## src/rtl/pnr_bus_initiator_if.sv

```systemverilog
// Command, response and PNR system-bus signal bundle for pnr_bus_initiator.
// master = the initiator's view, slave = the sequencer/target side.
interface pnr_bus_initiator_if;
  logic        cmd_valid;
  logic        cmd_ready;
  logic        cmd_write;
  logic [31:0] cmd_addr;
  logic [31:0] cmd_wdata;

  logic        rsp_valid;
  logic        rsp_ready;
  logic [31:0] rsp_rdata;
  logic        rsp_err;
  logic        rsp_timeout;

  logic [31:0] sys_addr;
  logic [31:0] sys_wdata;
  logic        sys_wen;
  logic        sys_ren;
  logic [31:0] sys_rdata;
  logic        sys_err;
  logic        sys_ack;

  modport master (
    input  cmd_valid, cmd_write, cmd_addr, cmd_wdata,
    output cmd_ready,
    output rsp_valid, rsp_rdata, rsp_err, rsp_timeout,
    input  rsp_ready,
    output sys_addr, sys_wdata, sys_wen, sys_ren,
    input  sys_rdata, sys_err, sys_ack
  );

  modport slave (
    output cmd_valid, cmd_write, cmd_addr, cmd_wdata,
    input  cmd_ready,
    input  rsp_valid, rsp_rdata, rsp_err, rsp_timeout,
    output rsp_ready,
    input  sys_addr, sys_wdata, sys_wen, sys_ren,
    output sys_rdata, sys_err, sys_ack
  );
endinterface

```

## src/rtl/pnr_bus_initiator.sv

```systemverilog
// Single-outstanding PNR system-bus initiator (command -> bus -> response).
// Define PNR_BUS_INIT_TIMEOUT_EN to include the WAIT-state watchdog.
module pnr_bus_initiator #(
  parameter int unsigned TIMEOUT_CYCLES = 255,
  parameter logic [31:0] ADDR_MASK      = 32'h000F_FFFF
) (
  input  logic                 clk_i,
  input  logic                 rstn_i,
  pnr_bus_initiator_if.master  bus,
  output logic                 busy
);

  typedef enum logic [1:0] {
    S_IDLE,
    S_ISSUE,
    S_WAIT,
    S_RESP
  } state_t;

  state_t      r_state;
  logic        r_cmd_ready;
  logic        r_write;
  logic [31:0] r_sys_addr;
  logic [31:0] r_sys_wdata;
  logic        r_wen;
  logic        r_ren;
  logic        r_rsp_valid;
  logic [31:0] r_rsp_rdata;
  logic        r_rsp_err;
  logic        r_rsp_timeout;
  logic        r_busy;

`ifdef PNR_BUS_INIT_TIMEOUT_EN
  localparam logic [15:0] LP_TO = 16'(TIMEOUT_CYCLES);
  logic [15:0] r_wdog;
  logic [15:0] w_wdog_nxt;
  assign w_wdog_nxt = (r_wdog == 16'hFFFF) ? r_wdog : r_wdog + 16'd1;
`else
  logic w_unused_cfg;
  assign w_unused_cfg = (TIMEOUT_CYCLES != 0);
`endif

  always_ff @(posedge clk_i or negedge rstn_i) begin
    if (!rstn_i) begin
      r_state       <= S_IDLE;
      r_cmd_ready   <= 1'b0;
      r_write       <= 1'b0;
      r_sys_addr    <= '0;
      r_sys_wdata   <= '0;
      r_wen         <= 1'b0;
      r_ren         <= 1'b0;
      r_rsp_valid   <= 1'b0;
      r_rsp_rdata   <= '0;
      r_rsp_err     <= 1'b0;
      r_rsp_timeout <= 1'b0;
      r_busy        <= 1'b0;
`ifdef PNR_BUS_INIT_TIMEOUT_EN
      r_wdog        <= '0;
`endif
    end else begin
      r_wen <= 1'b0;
      r_ren <= 1'b0;
      unique case (r_state)
        S_IDLE: begin
          // cmd_ready comes up one cycle after reset release
          r_cmd_ready <= 1'b1;
          if (r_cmd_ready && bus.cmd_valid) begin
            r_cmd_ready <= 1'b0;
            r_write     <= bus.cmd_write;
            r_sys_addr  <= bus.cmd_addr & ADDR_MASK;
            r_sys_wdata <= bus.cmd_wdata;
            r_wen       <= bus.cmd_write;
            r_ren       <= ~bus.cmd_write;
            r_busy      <= 1'b1;
            r_state     <= S_ISSUE;
          end
        end
        S_ISSUE: begin
`ifdef PNR_BUS_INIT_TIMEOUT_EN
          r_wdog  <= '0;
`endif
          r_state <= S_WAIT;
        end
        S_WAIT: begin
          if (bus.sys_ack) begin
            r_rsp_valid   <= 1'b1;
            r_rsp_rdata   <= r_write ? '0 : bus.sys_rdata;
            r_rsp_err     <= bus.sys_err;
            r_rsp_timeout <= 1'b0;
            r_state       <= S_RESP;
          end
`ifdef PNR_BUS_INIT_TIMEOUT_EN
          else if (w_wdog_nxt >= LP_TO) begin
            r_rsp_valid   <= 1'b1;
            r_rsp_rdata   <= '0;
            r_rsp_err     <= 1'b1;
            r_rsp_timeout <= 1'b1;
            r_state       <= S_RESP;
          end else begin
            r_wdog <= w_wdog_nxt;
          end
`endif
        end
        S_RESP: begin
          if (bus.rsp_ready) begin
            r_rsp_valid <= 1'b0;
            r_cmd_ready <= 1'b1;
            r_busy      <= 1'b0;
            r_state     <= S_IDLE;
          end
        end
      endcase
    end
  end

  assign bus.cmd_ready   = r_cmd_ready;
  assign bus.rsp_valid   = r_rsp_valid;
  assign bus.rsp_rdata   = r_rsp_rdata;
  assign bus.rsp_err     = r_rsp_err;
  assign bus.rsp_timeout = r_rsp_timeout;
  assign bus.sys_addr    = r_sys_addr;
  assign bus.sys_wdata   = r_sys_wdata;
  assign bus.sys_wen     = r_wen;
  assign bus.sys_ren     = r_ren;
  assign busy            = r_busy;

endmodule

```

## src/flat_wrapper.sv

```systemverilog
// flat-port wrapper written by rule: the top's interface ports become plain ports
module pnr_bus_initiator_flat 
#(
  parameter int unsigned TIMEOUT_CYCLES = 255,
  parameter logic [31:0] ADDR_MASK      = 32'h000F_FFFF
)
  (clk_i, rstn_i, busy, bus_cmd_valid, bus_cmd_write, bus_cmd_addr, bus_cmd_wdata, bus_cmd_ready, bus_rsp_valid, bus_rsp_rdata, bus_rsp_err, bus_rsp_timeout, bus_rsp_ready, bus_sys_addr, bus_sys_wdata, bus_sys_wen, bus_sys_ren, bus_sys_rdata, bus_sys_err, bus_sys_ack);
  pnr_bus_initiator_if bus_i ();
  input  logic clk_i;
  input  logic rstn_i;
  output logic busy;
  input wire logic [$bits(bus_i.cmd_valid)-1:0] bus_cmd_valid;
  input wire logic [$bits(bus_i.cmd_write)-1:0] bus_cmd_write;
  input wire logic [$bits(bus_i.cmd_addr)-1:0] bus_cmd_addr;
  input wire logic [$bits(bus_i.cmd_wdata)-1:0] bus_cmd_wdata;
  output wire logic [$bits(bus_i.cmd_ready)-1:0] bus_cmd_ready;
  output wire logic [$bits(bus_i.rsp_valid)-1:0] bus_rsp_valid;
  output wire logic [$bits(bus_i.rsp_rdata)-1:0] bus_rsp_rdata;
  output wire logic [$bits(bus_i.rsp_err)-1:0] bus_rsp_err;
  output wire logic [$bits(bus_i.rsp_timeout)-1:0] bus_rsp_timeout;
  input wire logic [$bits(bus_i.rsp_ready)-1:0] bus_rsp_ready;
  output wire logic [$bits(bus_i.sys_addr)-1:0] bus_sys_addr;
  output wire logic [$bits(bus_i.sys_wdata)-1:0] bus_sys_wdata;
  output wire logic [$bits(bus_i.sys_wen)-1:0] bus_sys_wen;
  output wire logic [$bits(bus_i.sys_ren)-1:0] bus_sys_ren;
  input wire logic [$bits(bus_i.sys_rdata)-1:0] bus_sys_rdata;
  input wire logic [$bits(bus_i.sys_err)-1:0] bus_sys_err;
  input wire logic [$bits(bus_i.sys_ack)-1:0] bus_sys_ack;
  assign bus_i.cmd_valid = bus_cmd_valid;
  assign bus_i.cmd_write = bus_cmd_write;
  assign bus_i.cmd_addr = bus_cmd_addr;
  assign bus_i.cmd_wdata = bus_cmd_wdata;
  assign bus_cmd_ready = bus_i.cmd_ready;
  assign bus_rsp_valid = bus_i.rsp_valid;
  assign bus_rsp_rdata = bus_i.rsp_rdata;
  assign bus_rsp_err = bus_i.rsp_err;
  assign bus_rsp_timeout = bus_i.rsp_timeout;
  assign bus_i.rsp_ready = bus_rsp_ready;
  assign bus_sys_addr = bus_i.sys_addr;
  assign bus_sys_wdata = bus_i.sys_wdata;
  assign bus_sys_wen = bus_i.sys_wen;
  assign bus_sys_ren = bus_i.sys_ren;
  assign bus_i.sys_rdata = bus_sys_rdata;
  assign bus_i.sys_err = bus_sys_err;
  assign bus_i.sys_ack = bus_sys_ack;
  pnr_bus_initiator #(.TIMEOUT_CYCLES(TIMEOUT_CYCLES), .ADDR_MASK(ADDR_MASK)) u_core (.clk_i(clk_i), .rstn_i(rstn_i), .bus(bus_i), .busy(busy));
endmodule
```

## config.mk

```make
export PLATFORM = sky130hd
export DESIGN_NAME = pnr_bus_initiator_flat
export DESIGN_NICKNAME = d
export VERILOG_FILES = /design/src/rtl/pnr_bus_initiator_if.sv /design/src/rtl/pnr_bus_initiator.sv /design/src/flat_wrapper.sv
export SDC_FILE = /design/constraint.sdc
export NUM_CORES = 1
export LEC_CHECK = 0
export BUFFER_PORTS_ARGS = -buffer_cell sky130_fd_sc_hd__buf_2
export CAP_MARGIN = 20
export CELL_PAD_IN_SITES_DETAIL_PLACEMENT = 2
export CELL_PAD_IN_SITES_GLOBAL_PLACEMENT = 2
export CORE_AREA = 2 2 125 127
export DETAILED_ROUTE_END_ITERATION = 10
export DIE_AREA = 0 0 127 129
export PLACE_DENSITY_LB_ADDON = 0.1
export SLEW_MARGIN = 20
export SYNTH_ARGS = -nofsm -noshare
export SYNTH_HDL_FRONTEND = slang
export SYNTH_SLANG_ARGS = --single-unit
```

## constraint.sdc

```tcl
create_clock -name clk_i -period 2.8 [get_ports clk_i]
set_clock_uncertainty 0.1 [all_clocks]
set_input_delay 0.56 -clock clk_i [delete_from_list [all_inputs] [get_ports clk_i]]
set_output_delay 0.56 -clock clk_i [all_outputs]
set_load 0.02 [all_outputs]
```

==> flow_summary_export.csv, run 1 <==
group,metric,value,unit
final_layout,antenna_cells,0,
yosys,synth_common_cells,"nand2_1 (190), dfrtp_1 (93), nand2b_1 (33), o21ai_0 (33), buf_4 (13)",
power_and_ir_drop,clockPowerShare,20.7,%
grt,antenna_found_initial,0,
drt,via_per_inst,4.30,
power_and_ir_drop,power_density,1190,nW/um^2
floorplanning,die_x,127,um
worst_setup_path,path_class,"flip-flop to flip-flop",
yosys,ys_seq_area_share,61.0,%
clocking,clkTransAtPathRegs,0.07,ns
grt,grt_pass1_wl,19.2,mm
clocking,h-tree-depth,3,
sta,setup_tns,0,ns
drt,wl,11.7,mm
clocking,clock_latency,0.34,ns
worst_setup_path,critPathArrivalTime,2.03,ns
yosys,avgSynthCellArea,9.29,um^2
clocking,numCtsBuffers,9,
drt,drtIter0Drc,94,
placement,portBuffers,180,
power_and_ir_drop,ir_drop,0.307,mV
floorplanning,initial_core_util,25.5,%
sta,setup_viol,0,
power_and_ir_drop,combPwrFrac,42.0,%
worst_setup_path,path_max_fanout,52,
power_and_ir_drop,internal_power,3.61,mW
floorplanning,ioPinCount,206,
placement,hpwl,8.55,mm
final_layout,fillers,1713,
placement,gp_congestion,0.707,
grt,overflow,0,
clocking,ctsHoldBuffers,0,
final_layout,area_growth,35.9,%
worst_setup_path,crit_slowest_cell,"buf_4",
clocking,cts_tree,"yes",
sta,period_share,68.8,%
yosys,synth_area_leaders,"dfrtp_1 (61%), nand2_1 (19%), nand2b_1 (5.4%), o21ai_0 (4.3%), buf_4 (2.6%)",
yosys,synth_edf_count,0,
drt,wl_per_cell,15.0,um
power_and_ir_drop,pwr-share-seq,37.2,%
flow_run,max_cap_violations,0,
floorplanning,rows,45,
yosys,synth_cell_types,25,
drt,dr.pass1.iters,4,
worst_setup_path,cp.required,2.90,ns
yosys,yosysWarnings,0,
clocking,cts-resized-gates,0,
sta,fmax,519,MHz
worst_setup_path,r2r_setup_slack,0.87,ns
yosys,yosysMostFrequentCell,"nand2_1",
power_and_ir_drop,swShare,41.7,%
clocking,root_buffer,"clkbuf_16",
sta,maxSlewHeadroom,43.1,%
yosys,synth-async-reset-ratio,100,%
yosys,synth_cells,411,
worst_setup_path,regToRegEndpoint,"u_core.bus.rsp_rdata[6]",
worst_setup_path,cp-start-kind,"flip-flop",
yosys,synth_area,3820,um^2
sta,period_needed,1.93,ns
worst_setup_path,path_cells,"inv_1, ha_1, nand2_1, buf_4, o21ai_0",
drt,remaining_drc_errors,0,
yosys,yosysTopAreaCell,"dfrtp_1",
status,status,"finished, final reports clean",
power_and_ir_drop,p_leak,2.92,nW
clocking,tritoncts_num_sinks,93,
sta,worst_pin_slew,0.854,ns
power_and_ir_drop,power.total,6.19,mW
grt,grt_max_degree,55,
floorplanning,die_h,129,um
grt,grt_pass1_vias,3792,
sta,slew_viol_final,0,
drt,detail-route-antenna-nets,0,
sta,hold_viol,0,
power_and_ir_drop,p_sw,2.58,mW
floorplanning,core-area,15000,um^2
yosys,dominantRegCellSynth,"dfrtp_1",
drt,vias,3343,
hold_path,hold_class,"primary input to asynchronous set/reset pin",
clocking,clock_path_buffers,2,
worst_setup_path,critical-path-max-stage-delay,0.48,ns
final_layout,drive_above_1_share,34.6,%
worst_setup_path,r2r-start,"u_core.r_state[0]",
yosys,ys_ff_latch,93,
floorplanning,die_area,16400,um^2
grt,grtUsageTotal,14.8,%
worst_setup_path,cp-end-kind,"flip-flop",
worst_setup_path,worst_r2r_path_depth,5,
final_layout,fin_nets,693,
sta,rsz0062_at_grt,"false",
yosys,synth_top_area_share,61.0,%
clocking,cts_setup_buffers,0,
## state kept, by name, summed over array words and instances, names as in the netlist
| signal | cells |
|---|---|
| u_core.bus.rsp_rdata | 32 |
| u_core.bus.sys_wdata | 32 |
| u_core.bus.sys_addr | 20 |
| u_core.r_state | 2 |
| u_core.bus.cmd_ready | 1 |
| u_core.bus.rsp_err | 1 |
| u_core.bus.rsp_valid | 1 |
| u_core.bus.sys_ren | 1 |
| u_core.bus.sys_wen | 1 |
| u_core.busy | 1 |
| u_core.r_write | 1 |
## cell families after synthesis
kind of cell	Yosys count	synth area share, %
fa+ha+maj	5	1.64
other cells	1	0.0983
simple gates	231	25.2
flops	93	61.0
mux	3	0.852
compound gates	40	5.80
buf+inv	38	5.38
## layout by cell type (no fill, tap or decap), drive strengths merged, types with 2 or more instances in the layout
cell type	instances
dfrtp	93
ha	5
nand2b	33
inv	4
buf	185
mux2	2
o21ai	33
nor2	4
nand2	190
clkbuf	13
conb	13
## how the worst max path moves through the flow
stage,from,end,slack (ns)
after floorplan,u_core.r_state[1],u_core.r_state[1],1.18
after global placement,u_core.r_state[0],u_core.bus.rsp_rdata[1],0.89
after detailed placement,u_core.r_state[0],u_core.bus.rsp_rdata[1],0.83
after CTS,u_core.r_state[0],u_core.bus.rsp_rdata[6],0.79
after global routing,u_core.r_state[0],u_core.bus.rsp_rdata[6],0.64
final,u_core.r_state[0],u_core.bus.rsp_rdata[6],0.87
## critical path: cells and delay by family (launching register included)
family          cells  cell delay [ns]
buf+inv             2             0.58
flops               1             0.35
simple gates        1             0.32
fa+ha+maj           1             0.24
compound gates      1             0.18
## power groups by stage
| stage | sequential [mW] | clock (mW) | combinational [mW] |
|---|---|---|---|
| 2_1_floorplan | 2.99 | 0 | 0.972 |
| 3_3_place_gp | 2.31 | 0 | 2.59 |
| 3_5_place_dp | 2.35 | 0 | 2.67 |
| 4_1_cts | 2.33 | 1.35 | 2.68 |
| 5_1_grt | 2.41 | 1.39 | 2.92 |
| 6_report | 2.30 | 1.28 | 2.60 |
## per-layer routing
| layer | part of all wire (%) | up-vias | track usage [%] |
|---|---|---|---|
| met5 | 0 | - | 0 |
| met4 | 1.4 | 0 | 5.62 |
| met3 | 6.6 | 11 | 4.20 |
| met2 | 50 | 107 | 25.4 |
| met1 | 42 | 1636 | 17.8 |
| li1 | - | 1589 | - |
## through the flow
| stage | cell area (um^2) | std cells | setup WS (ns) | util (%) | hold slack (ns) |
|---|---|---|---|---|---|
| after floorplan | 3860 | 423 | 1.18 | - | 0.164 |
| after detailed placement | 4870 | 762 | 0.827 | 32.5 | 0.361 |
| final | 5190 | 778 | 0.874 | 34.6 | 0.0185 |
| after CTS | 5190 | 778 | 0.794 | 34.6 | 0.0142 |
| after global placement | 4870 | 762 | 0.892 | 32.5 | 0.354 |
| after global routing | 5190 | 778 | 0.641 | 34.6 | 0.0331 |
## final cells by class
| class | instances | area, um^2 | area share, % |
|---|---|---|---|
| Sequential cell | 93 | 2330 | 44.9 |
| Multi-Input combinational cell | 292 | 1330 | 25.6 |
| Timing Repair Buffer | 185 | 966 | 18.6 |
| Clock buffer | 13 | 270 | 5.21 |
| Tap cell | 188 | 235 | 4.54 |
| Clock inverter | 3 | 42.5 | 0.820 |
| Inverter | 4 | 15.0 | 0.290 |
(Power assumes the default switching activity.)
==> run 2: changes to the inputs <==
CORE_AREA = 2 2 135 137   (was 2 2 125 127)
DIE_AREA = 0 0 137 139   (was 0 0 127 129)
clock period = 1.7 ns   (was 2.8 ns; I/O delays follow)
==> flow_summary_export.csv, run 2 (synthesis results as in run 1) <==
group,metric,value,unit
grt,grtUsageTotal,13.2,%
worst_setup_path,r2r-start,"u_core.r_state[0]",
hold_path,hold_class,"primary input to flip-flop",
drt,drtIter0Drc,77,
hold_path,hold_start,"bus_cmd_write",
grt,grt_pass1_wl,19.3,mm
power_and_ir_drop,power_density,1940,nW/um^2
worst_setup_path,worst_r2r_path_depth,5,
drt,remaining_drc_errors,0,
drt,detail-route-antenna-nets,0,
drt,wl,12.2,mm
worst_setup_path,cp.required,1.82,ns
grt,grt_pass1_vias,3674,
worst_setup_path,critPathArrivalTime,1.78,ns
worst_setup_path,cp-end-kind,"flip-flop",
clocking,root_buffer,"clkbuf_16",
placement,gp_congestion,0.693,
sta,maxSlewHeadroom,40.2,%
final_layout,drive_above_1_share,36.4,%
grt,overflow,0,
final_layout,fin_nets,702,
sta,worst_slack,0.0396,ns
final_layout,area_growth,40.9,%
worst_setup_path,regToRegEndpoint,"u_core.r_state[1]",
drt,dr.pass1.iters,4,
power_and_ir_drop,p_leak,2.99,nW
flow_run,max_cap_violations,0,
final_layout,layout_commonest_cell,"nand2_1",
placement,hpwl,8.85,mm
worst_setup_path,cp-start-kind,"flip-flop",
floorplanning,ioPinCount,206,
floorplanning,initial_core_util,21.6,%
sta,fmax,602,MHz
drt,wl_per_cell,14.8,um
drt,vias,3347,
status,status,"finished, final reports clean",
grt,antenna_found_initial,0,
final_layout,layout_common_cells,"nand2_1 (189), buf_2 (179), dfrtp_1 (93), nand2b_1 (33), o21ai_0 (32)",
sta,slew_viol_final,0,
final_layout,antenna_cells,0,
sta,worst_pin_slew,0.897,ns
clocking,numCtsBuffers,9,
hold_path,worstHoldEndpoint,"u_core.bus.sys_ren",
hold_path,holdPathStages,2,
sta,period_share,97.7,%
clocking,clock_path_buffers,2,
floorplanning,core-area,17700,um^2
clocking,tritoncts_num_sinks,93,
power_and_ir_drop,power.total,10.4,mW
grt,grt_max_degree,55,
worst_setup_path,path_class,"flip-flop to flip-flop",
floorplanning,die_x,137,um
worst_setup_path,path_max_fanout,4,
worst_setup_path,r2r_setup_slack,0.04,ns
drt,via_per_inst,4.06,
placement,dp_slack,-0.0819,ns
clocking,clkTransAtPathRegs,0.06,ns
sta,period_needed,1.66,ns
placement,portBuffers,180,
floorplanning,rows,49,
sta,hold_viol,0,
sta,rsz0062_at_grt,"true",
clocking,clock_latency,0.34,ns
floorplanning,die_h,139,um
clocking,h-tree-depth,3,
floorplanning,die_area,19000,um^2
clocking,cts_tree,"yes",
sta,setup_viol,0,
power_and_ir_drop,ir_drop,0.490,mV
## run 2: repair_timing
action                                 in CTS  in global routing
endpoints found under the hold margin      93                  0
setup endpoints to repair                  22                 49
hold buffers                                1                  0
gates cloned                                0                  0
gates resized for setup                     5                  7
pin swaps                                   1                  1
setup buffers                               2                  0
## run 2: how the worst max path moves through the flow
stage	start	to	slack (ns)
detailed placement	u_core.r_state[1]	u_core.r_state[1]	-0.08
global placement	u_core.r_state[1]	u_core.r_state[1]	0.03
finish	u_core.r_state[0]	u_core.r_state[1]	0.04
floorplan	u_core.r_state[1]	u_core.r_state[1]	0.08
global route	u_core.r_state[0]	u_core.r_state[0]	-0.05
CTS	u_core.r_state[1]	u_core.bus.sys_wdata[20]	0.02
## run 2: layout make-up
class,count,area [um^2]
inverters,4,15.0
multi-input cells,292,1370
well taps,229,287
flip-flops and latches,93,2330
fillers,2029,12300
repair buffers,194,1090
clock inverters,2,35.0
clock buffers,11,253
## run 2: routing by layer
layer  GRT usage [%]  wire length [um]
met1            16.2              5230
met2            21.4              5780
met3            4.42              1000
met4            4.72               183
met5               0                 0
## run 2: metrics by stage
step | TNS, ns | std cells | hold WS [ns] | util (%) | instance area (um^2)
final | 0 | 825 | 0.0546 | 30.4 | 5380
after detailed placement | -0.110 | 809 | 0.258 | 28.4 | 5020
after CTS | 0 | 825 | 0.0368 | 30.3 | 5350
after global placement | 0 | 809 | 0.267 | 28.4 | 5020
after floorplan | 0 | 423 | -0.0556 | - | 3860
after global routing | -0.233 | 825 | 0.0603 | 30.4 | 5380
## run 2: power by group
part	switching (mW)	internal [mW]
sequential	0.584	3.21
clock	0.819	1.19
combinational	2.91	1.70
## run 2: critical path: stages, from the launching register on
cell and delay (ns):
dfrtp_1 0.35, inv_1 0.09, buf_4 0.16, ha_2 0.21, a211oi_2 0.30, mux2_4 0.33
==> run 3: changes to the inputs <==
ABC_AREA = 1   (was default)
CORE_AREA = 2 2 137 139   (was 2 2 135 137)
DIE_AREA = 0 0 139 141   (was 0 0 137 139)
==> flow_summary_export.csv, run 3 <==
group,metric,value,unit
status,status,"finished, final reports clean",
clocking,numCtsBuffers,9,
yosys,synth-adder-area-share,1.59,%
hold_path,worstHoldEndpoint,"u_core.bus.sys_addr[4]",
floorplanning,core-area,18300,um^2
yosys,synthMuxAreaShare,0,%
yosys,yosys.area_share.simple,24.2,%
hold_path,hold_class,"primary input to flip-flop",
drt,via_per_inst,4.07,
worst_setup_path,worst_r2r_path_depth,7,
yosys,synth_top_family_by_area,"simple AND/OR/NAND/NOR gates",
power_and_ir_drop,p_leak,3.04,nW
drt,remaining_drc_errors,0,
yosys,dominantRegCellSynth,"dfrtp_1",
yosys,avgSynthCellArea,9.15,um^2
clocking,root_buffer,"clkbuf_16",
sta,hold_viol,0,
drt,drtIter0Drc,85,
final_layout,fin_area,5380,um^2
yosys,synth-async-reset-ratio,100,%
worst_setup_path,path_class,"flip-flop to flip-flop",
worst_setup_path,cp-end-kind,"flip-flop",
floorplanning,die_h,141,um
sta,period_share,91.1,%
sta,setup_viol,0,
final_layout,fin_nets,719,
yosys,synth_cells,430,
worst_setup_path,r2r-start,"u_core.r_state[0]",
grt,grtUsageTotal,12.9,%
grt,grt_max_degree,66,
placement,portBuffers,180,
clocking,clkTransAtPathRegs,0.07,ns
yosys,synth_compound_area_share,6.20,%
final_layout,final_util,29.5,%
power_and_ir_drop,power_density,1960,nW/um^2
worst_setup_path,regToRegEndpoint,"u_core.bus.sys_wdata[9]",
yosys,synth_area_leaders,"dfrtp_1 (59%), nand2_1 (23%), buf_6 (4.3%), o21ai_2 (3.8%), buf_4 (2.7%)",
clocking,clock_latency,0.34,ns
final_layout,area_growth,36.7,%
yosys,synth_edf_count,0,
worst_setup_path,path_max_fanout,20,
worst_setup_path,critPathArrivalTime,1.73,ns
final_layout,seq_area,2330,um^2
final_layout,multi_input_area,1320,um^2
yosys,synth_top_area_share,59.1,%
placement,dp_slack,0.0174,ns
floorplanning,die_x,139,um
yosys,yosysTopAreaCell,"dfrtp_1",
worst_setup_path,cp-start-kind,"flip-flop",
yosys,synth_xor_area_share,0,%
yosys,ys_ff_latch,93,
final_layout,layout_common_cells,"nand2_1 (241), buf_2 (179), dfrtp_1 (93), o21ai_2 (17), o21ai_0 (17)",
worst_setup_path,r2r_setup_slack,0.15,ns
drt,vias,3461,
sta,rsz0062_at_grt,"false",
grt,grt_pass1_wl,20.1,mm
yosys,synth_cell_types,19,
clocking,clock_path_buffers,2,
power_and_ir_drop,power.total,10.5,mW
final_layout,fillers,2165,
grt,overflow,0,
worst_setup_path,cp.required,1.88,ns
hold_path,hold_start,"bus_cmd_addr[4]",
yosys,ys_seq_area_share,59.1,%
hold_path,holdPathStages,3,
placement,hpwl,8.80,mm
yosys,synth_area,3940,um^2
final_layout,layout_commonest_cell,"nand2_1",
drt,dr.pass1.iters,4,
drt,detail-route-antenna-nets,0,
power_and_ir_drop,ir_drop,0.479,mV
sta,worst_slack,0.151,ns
clocking,tritoncts_num_sinks,93,
clocking,cts_setup_buffers,0,
placement,dpl_cell_area,5000,um^2
sta,setup_tns,0,ns
final_layout,fin_cells,851,
clocking,h-tree-depth,3,
placement,gp_congestion,0.705,
drt,wl,12.5,mm
grt,grt_pass1_vias,3793,
clocking,cts_tree,"yes",
grt,antenna_found_initial,1,
yosys,synth_common_cells,"nand2_1 (241), dfrtp_1 (93), o21ai_0 (17), o21ai_2 (17), buf_6 (15)",
sta,fmax,646,MHz
sta,slew_viol_final,0,
final_layout,drive_above_1_share,36.9,%
floorplanning,rows,50,
sta,hold_ws,0.0857,ns
flow_run,max_cap_violations,0,
floorplanning,die_area,19600,um^2
sta,period_needed,1.55,ns
yosys,yosysWarnings,0,
drt,wl_per_cell,14.7,um
yosys,yosysMostFrequentCell,"nand2_1",
floorplanning,initial_core_util,21.5,%
placement,dp.cells,832,
floorplanning,ioPinCount,206,
-- run 3: worst max-delay path by stage --
stage | to | cells after the start | from | slack, ns
2_1_floorplan | u_core.bus.sys_wdata[10] | 7 | u_core.r_state[0] | 0.27
3_3_place_gp | u_core.bus.sys_wdata[3] | 7 | u_core.r_state[0] | 0.08
3_5_place_dp | u_core.bus.sys_wdata[18] | 7 | u_core.r_state[0] | 0.02
4_1_cts | u_core.bus.sys_wdata[6] | 7 | u_core.r_state[0] | 0.003
5_1_grt | u_core.bus.sys_wdata[11] | 6 | u_core.r_state[0] | 0.006
6_report | u_core.bus.sys_wdata[9] | 7 | u_core.r_state[0] | 0.15
-- run 3: repair_timing --
action                                  in CTS  in global routing
gates resized for setup                      0                  4
endpoints found under the hold margin       93                  0
hold buffers                                 1                  0
endpoints found under the setup margin       0                 53
-- run 3: layout make-up --
cell class,instances,share of cell area [%]
multi-input cells,304,24.6
diodes,1,0.0465
repair buffers,192,19.8
flip-flops and latches,93,43.3
well taps,234,5.44
inverters,11,0.814
clock inverters,5,1.53
clock buffers,11,4.51
-- run 3: report_power, final --
group / total, mW / leakage [nW] / switching, mW / internal [mW]
clock: 2.25 / 0.160 / 0.909 / 1.34
combinational: 4.59 / 1.68 / 3.07 / 1.52
sequential: 3.70 / 1.19 / 0.499 / 3.20
-- run 3: layer usage --
layer | GRT usage, % | up-vias | part of all wire [%]
met5 | 0 | - | 0
met4 | 5.90 | 0 | 1.9
met3 | 3.06 | 14 | 4.9
met2 | 22.4 | 94 | 51
met1 | 15.1 | 1691 | 42
li1 | - | 1662 | -
-- run 3: critical path: stages, from the launching register on --
cell,delay (ns)
dfrtp_1,0.40
inv_1,0.14
ha_2,0.25
nand3_4,0.14
inv_4,0.13
clkbuf_16,0.20
nand2_1,0.07
nand2_1,0.05
-- run 3: cells by family after synthesis --
family | Yosys count
buffers and inverters | 45
other | 1
AND/OR/NAND/NOR | 250
AO/OA/AOI/OAI | 36
adder cells (fa/ha/maj) | 5
flip-flops | 93
